[src/rtl/bp_pkg.sv]
// Shared constants for the branch predictor: default geometry and the
// 2-bit direction counter encodings.
package bp_pkg;

   localparam int DEFAULT_ENTRIES = 16;
   localparam int DEFAULT_CNT_W   = 2;

   typedef enum logic [1:0] {
      CNT_SNT = 2'd0,
      CNT_WNT = 2'd1,
      CNT_WT  = 2'd2,
      CNT_ST  = 2'd3
   } cnt2_e;

endpackage

[src/rtl/sat_counter.sv]
// Next-state logic for one saturating up/down direction counter.
module sat_counter #(
   parameter int CNT_W = bp_pkg::DEFAULT_CNT_W
) (
   input  logic [CNT_W-1:0] cnt,
   input  logic             inc,
   output logic [CNT_W-1:0] cnt_next
);

   localparam logic [CNT_W-1:0] CNT_MAX = '1;
   localparam logic [CNT_W-1:0] CNT_MIN = '0;
   localparam logic [CNT_W-1:0] CNT_ONE = CNT_W'(1);

   always_comb begin
      cnt_next = cnt;
      if (inc) begin
         if (cnt != CNT_MAX) cnt_next = cnt + CNT_ONE;
      end else begin
         if (cnt != CNT_MIN) cnt_next = cnt - CNT_ONE;
      end
   end

endmodule

[src/rtl/branch_predictor.sv]
// Direct-mapped branch target buffer with per-entry saturating direction
// counters, combinational lookup and a saturating mispredict counter.
module branch_predictor
   import bp_pkg::*;
#(
   parameter int ENTRIES = DEFAULT_ENTRIES,
   parameter int CNT_W   = DEFAULT_CNT_W
) (
   input  logic        clk,
   input  logic        rst_n,
   input  logic [31:0] lookup_pc,
   output logic        pred_hit,
   output logic        pred_taken,
   output logic [31:0] pred_target,
   input  logic        update_en,
   input  logic [31:0] update_pc,
   input  logic        update_taken,
   input  logic [31:0] update_target,
   input  logic        update_is_jump,
   input  logic        update_mispredict,
   input  logic        clear,
   output logic [15:0] mispredict_cnt
);

   localparam int IDX_W = $clog2(ENTRIES);
   localparam int TAG_W = 30 - IDX_W;

   localparam logic [CNT_W-1:0] CNT_WEAK_T = CNT_W'(1) << (CNT_W - 1);
   localparam logic [CNT_W-1:0] CNT_FULL   = '1;

   logic             valid_q  [ENTRIES];
   logic [TAG_W-1:0] tag_q    [ENTRIES];
   logic [31:0]      target_q [ENTRIES];
   logic [CNT_W-1:0] cnt_q    [ENTRIES];
   logic             jump_q   [ENTRIES];

   logic [IDX_W-1:0] lk_idx;
   logic [TAG_W-1:0] lk_tag;
   logic [IDX_W-1:0] up_idx;
   logic [TAG_W-1:0] up_tag;
   logic             up_hit;
   logic [CNT_W-1:0] up_cnt_next;
   logic             unused_pc_bits;

   assign lk_idx = lookup_pc[IDX_W+1:2];
   assign lk_tag = lookup_pc[31:IDX_W+2];
   assign up_idx = update_pc[IDX_W+1:2];
   assign up_tag = update_pc[31:IDX_W+2];

   // Word alignment bits never distinguish entries.
   assign unused_pc_bits = ^{lookup_pc[1:0], update_pc[1:0]};

   // Lookup reads the registered table only, so a same-cycle update is not visible.
   always_comb begin
      pred_hit    = valid_q[lk_idx] && (tag_q[lk_idx] == lk_tag);
      pred_taken  = pred_hit && (jump_q[lk_idx] || cnt_q[lk_idx][CNT_W-1]);
      pred_target = pred_taken ? target_q[lk_idx] : (lookup_pc + 32'd4);
   end

   assign up_hit = valid_q[up_idx] && (tag_q[up_idx] == up_tag);

   sat_counter #(.CNT_W(CNT_W)) u_sat_counter (
      .cnt      (cnt_q[up_idx]),
      .inc      (update_taken),
      .cnt_next (up_cnt_next)
   );

   always_ff @(posedge clk or negedge rst_n) begin
      if (!rst_n) begin
         for (int i = 0; i < ENTRIES; i++) begin
            valid_q[i]  <= 1'b0;
            tag_q[i]    <= '0;
            target_q[i] <= '0;
            cnt_q[i]    <= '0;
            jump_q[i]   <= 1'b0;
         end
      end else if (clear) begin
         for (int i = 0; i < ENTRIES; i++) begin
            valid_q[i] <= 1'b0;
         end
      end else if (update_en) begin
         if (up_hit) begin
            cnt_q[up_idx]  <= up_cnt_next;
            jump_q[up_idx] <= update_is_jump;
            if (update_taken) target_q[up_idx] <= update_target;
         end else if (update_taken) begin
            // Allocation replaces whatever occupied this index.
            valid_q[up_idx]  <= 1'b1;
            tag_q[up_idx]    <= up_tag;
            target_q[up_idx] <= update_target;
            cnt_q[up_idx]    <= update_is_jump ? CNT_FULL : CNT_WEAK_T;
            jump_q[up_idx]   <= update_is_jump;
         end
      end
   end

   always_ff @(posedge clk or negedge rst_n) begin
      if (!rst_n) begin
         mispredict_cnt <= 16'h0000;
      end else if (update_en && update_mispredict && (mispredict_cnt != 16'hFFFF)) begin
         mispredict_cnt <= mispredict_cnt + 16'd1;
      end
   end

endmodule

[config.mk]
export PLATFORM = sky130hd
export DESIGN_NAME = branch_predictor
export DESIGN_NICKNAME = d
export VERILOG_FILES = /design/src/rtl/bp_pkg.sv /design/src/rtl/sat_counter.sv /design/src/rtl/branch_predictor.sv
export SDC_FILE = /design/constraint.sdc
export NUM_CORES = 2
export LEC_CHECK = 0
export CAP_MARGIN = 40
export CORE_MARGIN = 8
export CORE_UTILIZATION = 45
export DETAILED_ROUTE_END_ITERATION = 8
export PLACE_DENSITY = 0.61
export SYNTH_ARGS = -nofsm -noshare
export SYNTH_HDL_FRONTEND = slang
export SYNTH_SLANG_ARGS = --single-unit
[constraint.sdc]
create_clock -name clk -period 7.35 [get_ports clk]
set_clock_uncertainty 0.15 [all_clocks]
set_input_delay 1.1025 -clock clk [delete_from_list [all_inputs] [get_ports clk]]
set_output_delay 1.1025 -clock clk [all_outputs]
set_load 0.01 [all_outputs]
* Word-level counts from Yosys, hierarchy flattened *
Index checks and enable logic that the tools add are counted.

cells by class
  reduce and logical (&&, ||, !) cells = 15
  mux-type cells = 50
  order comparisons = 3
  div/mod/pow operators = 0
  add/subtract/negate cells = 4
  bitwise gates (word level) = 5
  $mul = 0
  eq/ne operators = 5
  shift-type cells = 0

operators by type and width
  operator                                                         number
  512-bit bitwise mux                                              1
  416-bit bitwise mux                                              1
  26-bit binary-select mux with 4-bit select                       2
  32-bit 2-to-1 mux                                                6
  26-bit 2-to-1 mux                                                5
  32-bit binary-select mux with 4-bit select                       1
  32-bit demux with 4-bit select                                   1
  26-bit demux with 4-bit select                                   1
  16-bit 2-to-1 mux                                                6
  32-bit bitwise mux                                               2
  26-bit equality test                                             2
  32-bit by 3-bit adder with 32-bit output, second input constant  1
  16-bit by 1-bit adder with 16-bit output, second input constant  1
  2-bit binary-select mux with 4-bit select                        2
  16-bit bitwise mux                                               1
  2-bit 2-to-1 mux                                                 8
  16-bit inequality test, second input constant                    1
  16-bit bitwise OR                                                1
  1-bit binary-select mux with 4-bit select                        3
  5-bit >= comparator, second input constant                       2
  4-bit inverter with 5-bit output                                 2
  3-bit AND reduction                                              3
  2-bit demux with 4-bit select                                    1
  1-bit 2-to-1 mux                                                 8
  10 further kinds                                                 20

word-level totals
  output and inout port bits = 50
  memories = 0
  logic and storage cells = 163
  ROM bits = 0
  latch bits = 0
  input bits = 103
  register bits after elaboration = 1008
  bits in writable memories = 0

* Depth between registers and ports, before layout *
  depth in word-level cells = 10
  mapped depth = 17
  mapped depth without buffers = 10

* Cells and area by module *
A second synthesis with hierarchy kept.

second synthesis, totals
  cell total of the unflattened synthesis = 3265
  area, all modules = 50727.4 um2

modules (own cells, without submodules)
  module            times used  cells each  area an instance (um2)  sequential area each (um2)
  branch_predictor  1           3262        50701.1                 25224.2
  sat_counter       1           3           26.3                    0.0

* Least setup slack after synthesis *
Ideal clock, no wire load.

  kind = input to output
  from = input lookup_pc[2]
  to = output pred_target[22]
  path buffers = 5
  data required time = 6.097 ns
  cell stages on the path = 13
  path slack = 1.432 ns
  arrival time = 4.666 ns
  cells stage by stage = clkbuf_1 buf_2 buf_2 buf_1 mux4_2 mux2i_1 a21oi_1 xor2_1 nor4_1 nand3_1 nor3_1 clkbuf_1 mux2_2

on the way
  word-level cells in the longest chain between the ends = 8
  elaborated cells between the ends (all ways) = 22
  classes of those cells = add/sub (1); eq/ne (1); mux (16); bitwise (1); reduce/logical (3)

RTL lines
  what                                                    RTL line                                                                text
  start: declaration                                      branch_predictor.sv:11                                                  input logic [31:0] lookup_pc,
  4-bit inverter with 5-bit output (not written as such)  branch_predictor.sv:55, branch_predictor.sv:56, branch_predictor.sv:57
  26-bit binary-select mux with 4-bit select              branch_predictor.sv:55                                                  pred_hit = valid_q[lk_idx] && (tag_q[lk_idx] == lk_tag);
  26-bit 2-to-1 mux (not written as such) (2 in series)   branch_predictor.sv:55
  26-bit equality test                                    branch_predictor.sv:55
  1-bit logical AND                                       branch_predictor.sv:55
  1-bit logical AND                                       branch_predictor.sv:56                                                  pred_taken = pred_hit && (jump_q[lk_idx] || cnt_q[lk_idx][CNT_W-1]);
  32-bit 2-to-1 mux *                                     branch_predictor.sv:57                                                  pred_target = pred_taken ? target_q[lk_idx] : (lookup_pc + 32'd4);
  end: declaration                                        branch_predictor.sv:14                                                  output logic [31:0] pred_target,

Every way passes the cells marked *; elsewhere a longest branch is shown, timed or not. The select of a mux whose other input is x is not followed.

* Worst setup path in the final report *
  from = input lookup_pc[2]
  to = output pred_target[12]

Same word-level chain as after synthesis.

==> flow_metrics.env <==
export IMPL_status="completed"
export IMPL_synth_edf_count=0
export IMPL_met2_usage=0.382
export IMPL_cts_buffer_depth=3
export IMPL_drv_slew=0
export IMPL_worstPathCellList="buf_8 -> buf_4 -> mux4_2 -> mux2i_1 -> mux2i_1 -> xor2_1 -> nor2_1 -> nor4bb_1 -> nand4_1 -> nor3_2 -> buf_4 -> mux2_2 -> clkdlybuf4s50_1"
export IMPL_synthDistinctLibCells=57
export IMPL_cts_hold_buf=0
export IMPL_cts_sinks=1008
export IMPL_avgSynthCellArea_um2=15.4
export IMPL_vias=30320
export IMPL_rrSetupSlack_ns=2.67
export IMPL_synth_top_area_frac=0.499
export IMPL_clkLatencyLatePin_ns=0.72
export IMPL_busiest_layer="met2"
export IMPL_grt_usage=0.237
export IMPL_crit_required_ns=6.10
export IMPL_critPathCapture="pred_target[12]"
export IMPL_r2r_start="tag_q[20]"
export IMPL_num_rows=123
export IMPL_synth_area_leaders="dfrtp_1, mux2_2, mux4_2"
export IMPL_crit_start="lookup_pc[2]"
export IMPL_final_core_util=0.515
export IMPL_rr_endpoint="tag_q[385]"
export IMPL_crit_type="input port to output pin"
export IMPL_antenna_found_initial=17
export IMPL_power_density_nw_per_um2=260
export IMPL_synthFlopType="dfrtp_1"
export IMPL_critical_path_max_fanout=61
export IMPL_total_power_mw=15.0
export IMPL_worstPathArrival_ns=5.54
export IMPL_synth_commonest_cells="dfrtp_1, mux2_2, mux4_2, clkbuf_1, mux2i_1"
export IMPL_maxCapViolCount=0
export IMPL_setup_viol_count_final=0
export IMPL_fin_crit_ns=6.79
export IMPL_ys_seq_area_frac=0.499
export IMPL_die_height_um=351
export IMPL_wire_per_inst_um=29.4
export IMPL_vdd_drop_max_mv=0.207
export IMPL_cts_root_buf="clkbuf_16"
export IMPL_start_util=0.451
export IMPL_grt_max_degree=200
export IMPL_hold_viol_final=0
export IMPL_max_stage_delay_ns=0.57
export IMPL_io_pins=153
export IMPL_overflow=0
export IMPL_drive_gt1_frac=0.493
export IMPL_grt_first_pass_wirelength_mm=220
export IMPL_ant_nets=0
export IMPL_coreArea_um2=112000
export IMPL_totalNegativeSetupSlack_ns=0
export IMPL_die_area_um2=123000
export IMPL_synth_seq_cells=1008
export IMPL_vias_per_cell=6.13
export IMPL_reg2reg_depth=8
export IMPL_use_met3=0.0549
export IMPL_io_buffers=150
export IMPL_nNetsFinal=3445
export IMPL_synth_top_area_cell="dfrtp_1"
export IMPL_fp_dieW_um=351
export IMPL_worstMarginPinSlew_ns=1.07
export IMPL_first_iter_violations=2183
export IMPL_cpMaxStageDelayCell="buf_8"
export IMPL_cts_resized_gates=0
export IMPL_syn_inst=3286
export IMPL_post_cts_buffers=0
export IMPL_max_slew_margin=0.285
export IMPL_h_tree_depth=3
export IMPL_p_leak_nw=25.6
export IMPL_routed_wl_mm=145
export IMPL_area_growth_pct=14.2
export IMPL_rsz0062_at_grt="false"
export IMPL_cts_tree="done"
export IMPL_syn_area_um2=50500
export IMPL_hp_class="input port to async pin"
export IMPL_finalCritPeriodShare=0.924
export IMPL_dp_hpwl_mm=88.3
export IMPL_synth_warning_count=0
export IMPL_fmax_mhz=147
export IMPL_yosysMostFrequentCell="dfrtp_1"
export IMPL_drc_errors=0
export IMPL_async_reset_ff_frac=1.00
export IMPL_endpoint_kind="output pin"
export IMPL_cts_buffers=111
export IMPL_place_gp_congestion=0.862
export IMPL_drt_first_pass_iters=5
export IMPL_syn_nets=3391
export IMPL_cp_start_kind="input port"
export IMPL_grtUsageMet1=0.320
export IMPL_grt_pass1_vias=33472
export IMPL_clk_transition_reported_paths_ns=0.06
## worst min-delay path by stage
stage / startpoint / end / slack (ns) / depth (start not counted)
finish: rst_n / mispredict_cnt[9] / 0.28 / 1
global route: rst_n / mispredict_cnt[9] / 0.36 / 1
CTS: rst_n / mispredict_cnt[9] / 0.32 / 1
detailed placement: mispredict_cnt[6] / mispredict_cnt[6] / 0.34 / 1
global placement: mispredict_cnt[10] / mispredict_cnt[10] / 0.33 / 1
floorplan: cnt_q[10] / cnt_q[10] / 0.32 / 1
## critical path, delay by kind of cell
kind,cells,cell delay (ns)
buffers and inverters,4,1.80
multiplexers,4,1.43
AND/OR/NAND/NOR,4,0.83
XOR/XNOR,1,0.28
## power breakdown
part	total, mW	internal, mW	switching, mW
clock	5.94	3.61	2.33
sequential	6.75	6.29	0.465
combinational	2.30	1.32	0.980
total	15.0	11.2	3.78
## final cells by class
cell class / instances / area (um2)
inverters: 25 / 93.8
clock buffers: 171 / 3340
well taps: 1500 / 1880
multi-input cells: 1956 / 24000
diodes: 12 / 30.0
repair buffers: 238 / 2460
clock inverters: 33 / 619
flip-flops and latches: 1008 / 25200
fillers: 9215 / 54200
## metal layers
metal | vias to the layer above | part of all wire
met5 | - | 0.00033
li1 | 12550 | -
met3 | 242 | 0.068
met2 | 898 | 0.48
met4 | 8 | 0.027
met1 | 16622 | 0.42
## cells in the final DEF (no fill, tap or decap), types with 17 or more instances in the layout
master	instances
buf_4	67
nor2b_1	29
a21oi_1	35
clkbuf_1	29
o21ai_0	38
dfrtp_1	1008
nand4_1	17
mux2i_1	92
nand2_1	36
inv_1	24
mux2_2	998
a211oi_1	24
clkbuf_16	113
clkdlybuf4s50_1	142
clkbuf_8	30
nor2_1	53
buf_12	21
nand3_1	24
mux4_2	384
xor2_1	36
xnor2_1	65
## kinds of logic after synthesis
kind of cell             share of synthesized area
buffers and inverters                       0.0275
AND/OR/NAND/NOR                             0.0249
XOR/XNOR                                    0.0175
adder cells (fa/ha/maj)                   0.000694
multiplexers                                 0.415
flip-flops                                   0.499
AO/OA/AOI/OAI                               0.0153
## flip-flops by register name (all words and copies together) (netlist names)
signal / flops
mispredict_cnt: 16
target_q: 512
valid_q: 16
tag_q: 416
cnt_q: 32
jump_q: 16
## through the flow
stage | area (um2) | worst slack [ns] | hold WS [ns] | cells
after floorplan | 50500 | 1.43 | 0.324 | 3286
after global placement | 53600 | 0.579 | 0.330 | 4720
after detailed placement | 53700 | 0.613 | 0.335 | 4726
after CTS | 57600 | 0.585 | 0.320 | 4930
after global routing | 57600 | 0.398 | 0.357 | 4935
final | 57700 | 0.558 | 0.276 | 4943
(Power assumes the default switching activity.)
